### src/rtl/fifo_window_ctrl.sv
// fifo_window_ctrl: streams one IFM channel from the IFM RAM into the 5x5
// window shift-register FIFO in raster order, flags the cycles where the FIFO
// taps hold a legal window, and tags each window with its OFM address.
// Backpressure from the convolution datapath is absorbed by a one-entry hold
// (skid) register so no pixel is lost or duplicated across a stall.
// Optional feature macro: FIFO_CTRL_STALL_CNT_EN adds a 16-bit saturating
// per-frame stall cycle counter on output stall_count.
module fifo_window_ctrl #(
    parameter int DATA_WIDTH            = 32,
    parameter int IFM_SIZE              = 32,
    parameter int KERNAL_SIZE           = 5,
    parameter int IFM_SIZE_NEXT         = IFM_SIZE - KERNAL_SIZE + 1,
    parameter int ADDRESS_SIZE_IFM      = $clog2(IFM_SIZE * IFM_SIZE),
    parameter int ADDRESS_SIZE_NEXT_IFM = $clog2(IFM_SIZE_NEXT * IFM_SIZE_NEXT),
    parameter int FIFO_SIZE             = (KERNAL_SIZE - 1) * IFM_SIZE + KERNAL_SIZE
) (
    input  logic                             clk,
    input  logic                             reset,
    input  logic                             start,
    input  logic                             conv_ready,
    input  logic [DATA_WIDTH-1:0]            ifm_data_out,
    output logic                             ifm_rd_en,
    output logic [ADDRESS_SIZE_IFM-1:0]      ifm_address,
    output logic                             fifo_enable,
    output logic [DATA_WIDTH-1:0]            fifo_data_in,
    output logic                             window_valid,
    output logic [ADDRESS_SIZE_NEXT_IFM-1:0] ofm_address,
    output logic                             busy,
    output logic                             done
`ifdef FIFO_CTRL_STALL_CNT_EN
    ,
    output logic [15:0]                      stall_count
`endif
);

    localparam int RC_W = $clog2(IFM_SIZE);
    localparam logic [ADDRESS_SIZE_IFM:0] RD_END = (ADDRESS_SIZE_IFM + 1)'(IFM_SIZE * IFM_SIZE);
    localparam logic [ADDRESS_SIZE_IFM:0] RD_ONE = (ADDRESS_SIZE_IFM + 1)'(1);
    localparam logic [RC_W-1:0] RC_LAST = RC_W'(IFM_SIZE - 1);
    localparam logic [RC_W-1:0] RC_KM1  = RC_W'(KERNAL_SIZE - 1);
    localparam logic [RC_W-1:0] RC_ONE  = RC_W'(1);
    localparam logic [ADDRESS_SIZE_NEXT_IFM-1:0] OFM_LAST =
        ADDRESS_SIZE_NEXT_IFM'(IFM_SIZE_NEXT * IFM_SIZE_NEXT - 1);
    localparam logic [ADDRESS_SIZE_NEXT_IFM-1:0] OFM_ONE = ADDRESS_SIZE_NEXT_IFM'(1);

    // The tap geometry fixes FIFO_SIZE; an inconsistent override shows up as
    // this named block in the elaborated hierarchy.
    if (FIFO_SIZE != (KERNAL_SIZE - 1) * IFM_SIZE + KERNAL_SIZE) begin : g_fifo_size_inconsistent
    end

    typedef enum logic [1:0] {
        IDLE  = 2'd0,
        RUN   = 2'd1,
        FLUSH = 2'd2,
        DONE  = 2'd3
    } state_t;

    state_t                             state_r;
    state_t                             state_s;
    logic [ADDRESS_SIZE_IFM:0]          rd_cnt_r;
    logic                               rd_pending_r;
    logic                               hold_valid_r;
    logic [DATA_WIDTH-1:0]              hold_data_r;
    logic [RC_W-1:0]                    row_r;
    logic [RC_W-1:0]                    col_r;
    logic                               window_valid_r;
    logic [ADDRESS_SIZE_NEXT_IFM-1:0]   ofm_r;
    logic                               busy_r;
    logic                               done_r;

    logic stall_s;
    logic rd_en_s;
    logic push_hold_s;
    logic push_ram_s;
    logic push_s;
    logic last_push_s;
    logic start_frame_s;
    logic [DATA_WIDTH-1:0] push_data_s;

    assign stall_s       = window_valid_r & ~conv_ready;
    assign start_frame_s = (state_r == IDLE) & start;
    assign rd_en_s       = (state_r == RUN) & ~stall_s & ~hold_valid_r & (rd_cnt_r < RD_END);
    assign push_s        = push_hold_s | push_ram_s;
    assign last_push_s   = push_s & (row_r == RC_LAST) & (col_r == RC_LAST);

    // Push source select: drain the hold entry first, else the RAM read landing now
    always_comb begin
        push_hold_s = 1'b0;
        push_ram_s  = 1'b0;
        if (!stall_s && hold_valid_r) begin
            push_hold_s = 1'b1;
        end else if (!stall_s && rd_pending_r) begin
            push_ram_s = 1'b1;
        end else begin
            push_hold_s = 1'b0;
            push_ram_s  = 1'b0;
        end
    end

    // Pixel mux toward the FIFO; zero whenever nothing is shifted in
    always_comb begin
        push_data_s = '0;
        if (push_hold_s) begin
            push_data_s = hold_data_r;
        end else if (push_ram_s) begin
            push_data_s = ifm_data_out;
        end else begin
            push_data_s = '0;
        end
    end

    // Frame sequencer next-state logic
    always_comb begin
        state_s = state_r;
        case (state_r)
            IDLE: begin
                if (start) state_s = RUN;
                else       state_s = IDLE;
            end
            RUN: begin
                if (last_push_s) state_s = FLUSH;
                else             state_s = RUN;
            end
            FLUSH: begin
                if (!window_valid_r || conv_ready) state_s = DONE;
                else                               state_s = FLUSH;
            end
            DONE: begin
                state_s = IDLE;
            end
            default: begin
                state_s = IDLE;
            end
        endcase
    end

    // Frame sequencer state register
    always_ff @(posedge clk or negedge reset) begin
        if (!reset) state_r <= IDLE;
        else        state_r <= state_s;
    end

    // Read/push counters, hold register, window flag and OFM tag
    always_ff @(posedge clk or negedge reset) begin
        if (!reset) begin
            rd_cnt_r       <= '0;
            rd_pending_r   <= 1'b0;
            hold_valid_r   <= 1'b0;
            hold_data_r    <= '0;
            row_r          <= '0;
            col_r          <= '0;
            window_valid_r <= 1'b0;
            ofm_r          <= '0;
        end else begin
            rd_pending_r <= rd_en_s;
            if (start_frame_s) begin
                rd_cnt_r       <= '0;
                hold_valid_r   <= 1'b0;
                row_r          <= '0;
                col_r          <= '0;
                window_valid_r <= 1'b0;
                ofm_r          <= '0;
            end else begin
                if (rd_en_s) rd_cnt_r <= rd_cnt_r + RD_ONE;
                if (push_hold_s) begin
                    hold_valid_r <= 1'b0;
                end else if (stall_s && rd_pending_r) begin
                    hold_valid_r <= 1'b1;
                    hold_data_r  <= ifm_data_out;
                end
                if (push_s) begin
                    // Legal window only once a full kernel of rows and columns is in
                    window_valid_r <= (row_r >= RC_KM1) & (col_r >= RC_KM1);
                    if (col_r == RC_LAST) begin
                        col_r <= '0;
                        row_r <= (row_r == RC_LAST) ? '0 : row_r + RC_ONE;
                    end else begin
                        col_r <= col_r + RC_ONE;
                    end
                end else if (conv_ready) begin
                    window_valid_r <= 1'b0;
                end
                // Tag holds the last window index once the frame's final window is taken
                if (window_valid_r && conv_ready && (ofm_r != OFM_LAST)) begin
                    ofm_r <= ofm_r + OFM_ONE;
                end
            end
        end
    end

    // Registered busy/done status
    always_ff @(posedge clk or negedge reset) begin
        if (!reset) begin
            busy_r <= 1'b0;
            done_r <= 1'b0;
        end else begin
            done_r <= (state_r == DONE);
            if (start_frame_s)          busy_r <= 1'b1;
            else if (state_r == DONE)   busy_r <= 1'b0;
        end
    end

`ifdef FIFO_CTRL_STALL_CNT_EN
    logic [15:0] stall_cnt_r;

    // Per-frame saturating stall cycle counter, held after the frame ends
    always_ff @(posedge clk or negedge reset) begin
        if (!reset) begin
            stall_cnt_r <= 16'd0;
        end else if (start_frame_s) begin
            stall_cnt_r <= 16'd0;
        end else if (stall_s && (stall_cnt_r != 16'hFFFF)) begin
            stall_cnt_r <= stall_cnt_r + 16'd1;
        end
    end

    assign stall_count = stall_cnt_r;
`endif

    assign ifm_rd_en    = rd_en_s;
    assign ifm_address  = rd_cnt_r[ADDRESS_SIZE_IFM-1:0];
    assign fifo_enable  = push_s;
    assign fifo_data_in = push_data_s;
    assign window_valid = window_valid_r;
    assign ofm_address  = ofm_r;
    assign busy         = busy_r;
    assign done         = done_r;

endmodule
### config.mk
export PLATFORM = sky130hd
export DESIGN_NAME = fifo_window_ctrl
export DESIGN_NICKNAME = d
export VERILOG_FILES = /design/src/rtl/fifo_window_ctrl.sv
export SDC_FILE = /design/constraint.sdc
export NUM_CORES = 1
export LEC_CHECK = 0
export ABC_AREA = 1
export BUFFER_PORTS_ARGS = -buffer_cell sky130_fd_sc_hd__buf_2
export CELL_PAD_IN_SITES_DETAIL_PLACEMENT = 2
export CELL_PAD_IN_SITES_GLOBAL_PLACEMENT = 2
export CORE_MARGIN = 2
export CORE_UTILIZATION = 29
export CTS_BUF_LIST = sky130_fd_sc_hd__clkbuf_2
export DETAILED_ROUTE_END_ITERATION = 12
export PLACE_DENSITY_LB_ADDON = 0.1
export SYNTH_ARGS = -nofsm -noshare
export SYNTH_HDL_FRONTEND = slang
export SYNTH_SLANG_ARGS = --single-unit
### constraint.sdc
create_clock -name clk -period 1.6 [get_ports clk]
set_input_delay 0.24 -clock clk [delete_from_list [all_inputs] [get_ports clk]]
set_output_delay 0.24 -clock clk [all_outputs]
set_load 0.01 [all_outputs]
# After elaboration in Yosys (flattened, before gate mapping)

Cells that the tools add are included.

Register bits after elaboration: 70
Input bits: 36
Output and inout port bits: 57
Logic and storage cells: 84

Add/subtract/negate cells: 4
$lt $le $gt $ge: 3
Eq/ne operators: 6
Mux-type cells: 28
Bitwise logic cells: 14
Reduce and logical (&&, ||, !) cells: 18

Operator list:

| cell                                                                                 | count |
|---|---|
| 32-bit two-way mux                                                                   | 2 |
| 5-bit two-way mux                                                                    | 7 |
| 11-bit two-way mux                                                                   | 2 |
| 10-bit two-way mux                                                                   | 2 |
| 1-bit two-way mux                                                                    | 13 |
| 11-bit by 1-bit adder with 11-bit output (second input constant)                     | 1 |
| 11-bit less-than comparator (second input constant)                                  | 1 |
| 10-bit by 1-bit adder with 10-bit output (second input constant)                     | 1 |
| 5-bit by 1-bit adder with 5-bit output (second input constant)                       | 2 |
| 5-bit == test (second input constant)                                                | 2 |
| 5-bit by 3-bit greater-or-equal comparator with 1-bit output (second input constant) | 2 |
| 10-bit != test (second input constant)                                               | 1 |
| 2-bit nonzero test                                                                   | 5 |
| 1-bit AND                                                                            | 8 |
| 2-bit one-hot mux with 4 select lines                                                | 1 |
| 3-bit nonzero test                                                                   | 2 |
| 1-bit logical AND                                                                    | 5 |
| 1-bit inverter                                                                       | 5 |
| 2-bit == test (second input constant)                                                | 2 |
| 3-bit AND reduction                                                                  | 1 |
| 2-bit by 1-bit == test with 1-bit output (second input constant)                     | 1 |
| 1-bit logical NOT                                                                    | 2 |
| 2-bit logical NOT                                                                    | 1 |
| 2-bit two-way mux                                                                    | 1 |
| other kinds (3)                                                                      | 3 |

# Longest topological paths before layout

Gate-level depths: netlist of the first run.

Depth in word-level cells: 11
Mapped depth: 11

# Worst setup path before layout of the first run

Ideal clock, no wire load.

Path type: register to register
Start point: register col_r[0]
End point: register row_r[3]
Library setup time: 0.117 ns
Data arrival time: 1.334 ns
Setup slack: 0.149 ns
Cell stages (with the launch flop): 12
Buffers on the path: 0
Clock period less this slack: 1.451 ns
Cell sequence: dfrtp_1 -> ha_1 -> inv_1 -> nor3_1 -> ha_1 -> inv_1 -> nand2_1 -> nand2_4 -> nor2_1 -> nand2_1 -> nand2_1 -> nor2_1

Word-level cells in the longest chain between the ends: 3

Ends and longest elaborated chain:

| item                                 | RTL line | RTL |
|---|---|---|
| start, declared                      | 65       | `logic [RC_W-1:0] col_r;` |
| start signal, assigned               | 178      | `col_r <= col_r + RC_ONE;` |
| 5-bit == test                        | 174      | `if (col_r == RC_LAST) begin` |
| 2-bit nonzero test (no source line)  | n/a      |  |
| 2-bit AND reduction (no source line) | n/a      |  |
| end signal, assigned                 | 176      | `row_r <= (row_r == RC_LAST) ? '0 : row_r + RC_ONE;` |
| end, declared                        | 64       | `logic [RC_W-1:0] row_r;` |

Every way passes these cells.
A chain may end at the register's enable or synchronous reset.

# Worst setup path after layout of the first run

Start point: register window_valid_r, in the netlist window_valid
End point: output fifo_data_in[26]

Word-level cells in the longest chain between the ends: 7

Ends and longest elaborated chain:

| item                   | RTL line | RTL |
|---|---|---|
| start, declared        | 66       | `logic window_valid_r;` |
| start signal, assigned | 173      | `window_valid_r <= (row_r >= RC_KM1) & (col_r >= RC_KM1);` |
| 1-bit AND (*)          | 80       | `assign stall_s = window_valid_r & ~conv_ready;` |
| 1-bit logical NOT (*)  | 90, 92   |  |
| 1-bit logical AND      | 92       | `end else if (!stall_s && rd_pending_r) begin` |
| 1-bit two-way mux      | 92       |  |
| 1-bit two-way mux      | 90       | `if (!stall_s && hold_valid_r) begin` |
| 32-bit two-way mux     | 105      | `end else if (push_ram_s) begin` |
| 32-bit two-way mux (*) | 103      | `if (push_hold_s) begin` |
| end, declared          | 25       | `output logic [DATA_WIDTH-1:0] fifo_data_in,` |

Mark *: on every way between the ends. The rest lies on a longest branch, timed or not.

==> results of run 1 <==
[per-stage QoR]
step | cells | setup TNS, ps | utilization, % | worst slack, ps
2_1_floorplan | 497 | 0 | - | 149.4
3_3_place_gp | 760 | 0 | 34.61 | 95.53
3_5_place_dp | 760 | -14.22 | 34.61 | -14.22
4_1_cts | 824 | -16680 | 40.23 | -503.0
5_1_grt | 844 | -23990 | 46.11 | -667.9
6_report | 844 | -17830 | 46.11 | -544.8
[routing by layer]
metal	share of wire, %	up-vias	track usage [%]	wire (µm)
li1	-	1937	-	-
met1	42	2035	23.54	6672
met2	53	84	34.99	8404
met3	3.2	26	4.494	516
met4	2.3	0	5.244	365
met5	0	-	0	0
[cells by family (layout without fill, tap and decap cells)]
family                   count (synthesis)  in the layout  synth area share, %
AND/OR/NAND/NOR                        214            214                25.73
buffers and inverters                  104            271                11.98
AO/OA/AOI/OAI                           99             99                16.04
flip-flops                              70             70                43.34
adder cells (fa/ha/maj)                  8              8                2.477
XOR/XNOR                                 2              2               0.4335
[layout make-up]
cell class	count	area (µm²)
multi-input combinational	323	2315
clock inverter	6	28.78
tap	180	225.2
inverter	76	300.3
timing repair buffer	179	1645
fill	1492	7393
sequential	70	1762
clock buffer	10	50.05
[how the worst min path moves through the flow]
stage,start,endpoint,slack [ps],depth (start not counted)
2_1_floorplan,reset,asynchronous set/reset pin,-60,0
4_1_cts,start,row_r[1]$_DFFE_PN0P_,70,4
5_1_grt,conv_ready,ofm_address[1]$_DFFE_PN0P_,120,5
3_3_place_gp,reset,rd_cnt_r[7]$_DFFE_PN0P_,310,2
6_report,start,row_r[1]$_DFFE_PN0P_,140,4
3_5_place_dp,reset,rd_cnt_r[7]$_DFFE_PN0P_,310,2
[tightest hold or removal path, cell delays in order]
cell	delay, ps
buf_2	110
nand2_4	180
nand3_4	150
o21ai_2	40
[cell usage after synthesis, types with 3 or more instances]
| cell | instances |
|---|---|
| a21oi_1 | 9 |
| nand2_1 | 100 |
| nor2_2 | 6 |
| nand2_4 | 4 |
| buf_4 | 12 |
| o21ai_0 | 45 |
| buf_6 | 6 |
| inv_1 | 70 |
| nand4_1 | 15 |
| nor3_1 | 4 |
| ha_1 | 8 |
| o21bai_1 | 3 |
| dfrtp_1 | 70 |
| clkbuf_1 | 9 |
| inv_2 | 5 |
| o21ai_2 | 32 |
| nor2_1 | 21 |
| o21ai_1 | 3 |
| nand3_1 | 53 |
[power by group through the flow]
stage | clock network [µW] | logic (µW) | registers (µW)
after floorplan | 0 | 2280 | 2840
after global placement | 0 | 3370 | 2890
after detailed placement | 0 | 3480 | 2940
after CTS | 947 | 4350 | 2900
after global routing | 1030 | 6060 | 3120
final | 904 | 5600 | 3020
[sequential cells by signal (all words and copies together) (netlist names), named ones only]
signal        count
busy              1
col_r             5
done              1
hold_data_r      32
hold_valid_r      1
ofm_address      10
rd_cnt_r         11
rd_pending_r      1
row_r             5
state_r           1
window_valid      1
[timing repair]
item / 4_1_cts / 5_1_grt
setup buffers: 10 / 13
endpoints found under the hold margin: 102 / 0
hold buffers: 33 / 0
pin swaps: 3 / 18
setup endpoints to repair: 40 / 97
resized for setup: 59 / 145
cloned: 5 / 9
==> reports/qor.yml, run 1 <==
setup_path:
  timing.reg2reg.setup_slack_ps: -150
  critPathRequiredTime_ps: 1360
  path_max_fanout: 8
  startpoint_type: "flip-flop"
  worstSetupPathType: "flip-flop to output port"
  critPathBufInv: 2
  crit_chain: "nand2_4, nand3_4, clkbuf_16, o21ai_1, buf_2"
  crit_start: "window_valid$_DFFE_PN0P_"
  ff2ff_path_depth: 10
  critPathTopFamily: "flip-flops"
  max_stage_delay_ps: 450
  worstPathArrival_ps: 1900
  endpoint: "fifo_data_in[26]"
  crit_path_end_kind: "output port"
  timing.rr.start: "col_r[1]$_DFFE_PN0P_"
  cp_slowest_cell: "dfrtp_1"
  reg2reg_to: "row_r[3]$_DFFE_PN0P_"
  crit_cells: 5
power_and_ir_drop:
  p_sw_share_pct: 45.62
  power_switching_uw: 4345
  pwr-share-comb_pct: 58.8
  powerDensity_nw_per_um2: 1506
  total_power_uw: 9525
  clockPowerShare_pct: 9.5
  intPower_uw: 5180
  p_leak_uw: 0.003134
  p_seq_share_pct: 31.7
  irDropWorstVdd_uv: 576.4
clocking:
  cts_root_buf: "clkbuf_2"
  htreeDepth: 3
  cts.sinks: 70
  clkTransAtPathRegs_ps: 190
  clock_latency_ps: 630
  tritoncts: "built"
  clk_path_buf_depth: 2
  cts_buffers: 9
die:
  core_um2: 13720
  fp.dieH_um: 122.1
  start_util_pct: 29.46
  die_area_um2: 14900
  pin_count: 93
  die_w_um: 122.1
  rows: 43
sta:
  finalCritPeriodShare_pct: 134.1
  hold_ws_ps: 144.7
  tightest_slew_ps: 418.2
  slew_violations: 0
  final-setup-viol-count: 73
  max_freq_mhz: 466.2
  fin_ws_ps: -544.8
  fin_crit_ps: 2145
  rsz0062_at_grt: "true"
  finalHoldViolCount: 0
  fin_skew_ps: 45.37
  slew-limit-headroom_pct: 72.12
place:
  postPlaceCellArea_um2: 4748
  io_buffers: 92
  place.gp.congestion: 0.7685
  dp_hpwl_um: 8215
global_route:
  grt_pass1_vias: 4381
  grt_pass1_wl_um: 22410
  antenna_found_initial: 0
  overflow: 0
  grt_max_degree: 71
  grt_usage_pct: 19.57
job:
  max-cap-violations: 0
logic_synthesis:
  synthFlopType: "dfrtp_1"
  ys_types: 36
  syn_area_um2: 4041
  syn_nets: 541
  yosysSeqAreaShare_pct: 43.34
  yosysTopAreaCell: "dfrtp_1"
  synth_area_leaders: "dfrtp_1, nand2_1, o21ai_2"
  synth_seq_cells: 70
  synth-async-reset-ratio_pct: 100.0
  synth_warnings: 0
  postSynthAreaPerCell_um2: 8.132
  synth_enable_flop_cells: 0
  synth_top_area_share_pct: 43.34
  netlist_instances: 497
routing:
  vias_per_cell: 4.836
  wl_per_cell_um: 18.91
  drc: 0
  vias: 4082
  detail_route.first_pass.iterations: 4
  drtIter0Drc: 116
  routed_wl_um: 15960
  antenna_left: 0
finish:
  area_growth_pct: 56.53
  final_common_cell: "buf_2"
  drive_gt1_share_pct: 47.59
  final_cell_mix: "buf_2, inv_1, nand2_1, dfrtp_1, o21ai_2"
  stdcell_area_um2: 6326
  num_antenna_cells: 0
  layout.nets: 703
run_status:
  violations: "negative setup slack"
  status: "finished with violations"
min_path:
  worstHoldPathType: "input pin to flip-flop"
No activity file was read; power rests on OpenSTA's default activity.
==> inputs of run 2 (changes only) <==
CELL_PAD_IN_SITES_DETAIL_PLACEMENT = 0   (was 2)
CELL_PAD_IN_SITES_GLOBAL_PLACEMENT = 1   (was 2)
CORE_UTILIZATION = 37   (was 29)
SLEW_MARGIN = 20   (was default)
==> run 2 against run 1 <==
The run still ends with negative setup slack left. First-iteration DRC count shrank 10%. Sequential power shrank 5%. Global-route usage shrank 2.0 points. Setup slack gained 260 ps. Flip-flop and latch count is the same. Critical endpoint is now fifo_data_in[22]. Largest cell class unchanged.
==> reports/qor.yml, run 2 (same netlist as run 1, synthesis figures left out) <==
die:
  fp.dieH_um: 108.5  # -11%
  pin_count: 93  # unchanged
  rows: 38  # -12%
  die_w_um: 108.5  # -11%
  die_area_um2: 11770  # -21%
  start_util_pct: 37.61  # +8.2 points
  core_um2: 10750  # -22%
place:
  io_buffers: 92  # unchanged
  postPlaceCellArea_um2: 4691  # -1.2%
  dp_hpwl_um: 6462  # -21%
  place.gp.congestion: 0.7496  # -2.5%
clocking:
  cts.sinks: 70  # unchanged
  htreeDepth: 3  # unchanged
  clock_latency_ps: 510  # -120 ps
  cts_root_buf: "clkbuf_2"
  cts_buffers: 9  # unchanged
  clkTransAtPathRegs_ps: 190  # about the same
  tritoncts: "built"
  clk_path_buf_depth: 2  # unchanged
sta:
  fin_ws_ps: -282.2  # +262.6 ps
  final-setup-viol-count: 34  # -53%
  max_freq_mhz: 531.3  # +14%
  tightest_slew_ps: 397.0  # -21.26 ps
  fin_skew_ps: 25.54  # -19.83 ps
  slew-limit-headroom_pct: 73.54  # +1.4 points
  slew_violations: 0  # unchanged
  hold_ws_ps: 200.9  # +56.22 ps
  finalCritPeriodShare_pct: 117.6  # -16 points
  fin_crit_ps: 1882  # -262.6 ps
  finalHoldViolCount: 0  # unchanged
  rsz0062_at_grt: "true"
job:
  max-cap-violations: 0  # unchanged
global_route:
  grt_max_degree: 71  # unchanged
  antenna_found_initial: 0  # unchanged
  grt_usage_pct: 17.58  # -2.0 points
  overflow: 0  # unchanged
  grt_pass1_wl_um: 16390  # -27%
  grt_pass1_vias: 3538  # -19%
run_status:
  status: "finished with violations"
  violations: "negative setup slack"
setup_path:
  endpoint: "fifo_data_in[22]"
  worstPathArrival_ps: 1640  # -260 ps
  timing.reg2reg.setup_slack_ps: 100  # +250 ps
  path_max_fanout: 16  # +8
  reg2reg_to: "row_r[3]$_DFFE_PN0P_"
  crit_start: "window_valid$_DFFE_PN0P_"
  timing.rr.start: "col_r[0]$_DFFE_PN0P_"
  ff2ff_path_depth: 11  # +1
  startpoint_type: "flip-flop"
  crit_path_end_kind: "output port"
  critPathRequiredTime_ps: 1360  # about the same
  worstSetupPathType: "flip-flop to output port"
routing:
  vias_per_cell: 4.773  # -1.3%
  wl_per_cell_um: 12.69  # -33%
  detail_route.first_pass.iterations: 4  # unchanged
  antenna_left: 0  # unchanged
  drtIter0Drc: 104  # -10%
  routed_wl_um: 9799  # -39%
  vias: 3685  # -9.7%
  drc: 0  # unchanged
finish:
  final_cell_mix: "nand2_1, buf_2, dfrtp_1"
  area_growth_pct: 31.46
  drive_gt1_share_pct: 33.54  # -14 points
  regMostFlops: "hold_data_r"
  layout.nets: 674  # -4.1%
  largest_register_ffs: 32  # unchanged
  stdcell_area_um2: 5313  # -16%
  num_antenna_cells: 0  # unchanged
  final_common_cell: "nand2_1"
  fill_cells: 1096  # -27%
power_and_ir_drop:
  irDropWorstVdd_uv: 604.4  # +4.8%
  powerDensity_nw_per_um2: 1432  # -4.9%
  p_leak_uw: 0.002812  # -10%
min_path:
  min-delay-start: "conv_ready"
  worstHoldPathType: "input pin to flip-flop"
## run 2: cell types whose count changed in the layout (fill, tap and decap cells not counted), moves of 10 or more
cell / change
nand2_2: -32
buf_2: +13
o21ai_4: -10
nand2_1: +37
buf_6: -22
## run 2: how the worst min path moves through the flow
stage / to / slack [ps] / cells past startpoint
floorplan: asynchronous set/reset pin / -60 / 0
global placement: ofm_address[9]$_DFFE_PN0P_ / 310 / 2
detailed placement: ofm_address[9]$_DFFE_PN0P_ / 300 / 2
CTS: ofm_address[2]$_DFFE_PN0P_ / 150 / 5
global route: ofm_address[2]$_DFFE_PN0P_ / 170 / 5
finish: ofm_address[5]$_DFFE_PN0P_ / 200 / 5
## run 2: final cells by class
type | count | area [µm²] | area share [%]
multi-input combinational | 323 | 1914 | 36.03
clock inverter | 4 | 41.29 | 0.7772
clock buffer | 9 | 45.04 | 0.8479
inverter | 76 | 292.8 | 5.511
tap | 140 | 175.2 | 3.297
timing repair buffer | 150 | 1092 | 20.56
sequential | 70 | 1752 | 32.97
## run 2: per-layer routing
metal	vias up	track usage, %	part of all wire (%)	wire [µm]
met5	-	0	0	0
met3	11	3.014	4.3	419
met4	0	6.685	1.5	145
met2	77	28.26	47	4558
li1	1877	-	-	-
met1	1720	23.67	48	4676
## run 2: report_power, final
part / total (µW) / switching [µW] / internal (µW)
clock network: 930 / 608 / 322
logic: 3800 / 2170 / 1630
registers: 2880 / 476 / 2400
total: 7610 / 3250 / 4350
## run 2: what timing repair did
action / in CTS / in global routing
setup endpoints to repair: 34 / 41
pin swaps: 1 / 3
hold buffers: 33 / 0
hold endpoints to repair: 102 / 0
gates resized for setup: 38 / 31
gates cloned: 1 / 0
setup buffers: 3 / 3
## run 2: per-stage QoR
step	power (µW)	setup TNS (ps)	util [%]	cells	worst slack (ps)
after floorplan	5119	0	-	497	149.4
after global placement	6216	0	43.65	719	97.78
after detailed placement	6260	0	43.65	719	71.37
after CTS	7556	-10610	48.45	769	-340.6
after global routing	8248	-11890	49.44	772	-375.8
final	7606	-8389	49.44	772	-282.2
## run 2: worst max-delay path, stage by stage, from the launching register on
cell,delay [ps]
dfrtp_1,440
nand2_4,100
nand3_4,120
buf_12,180
o21ai_1,140
buf_2,150
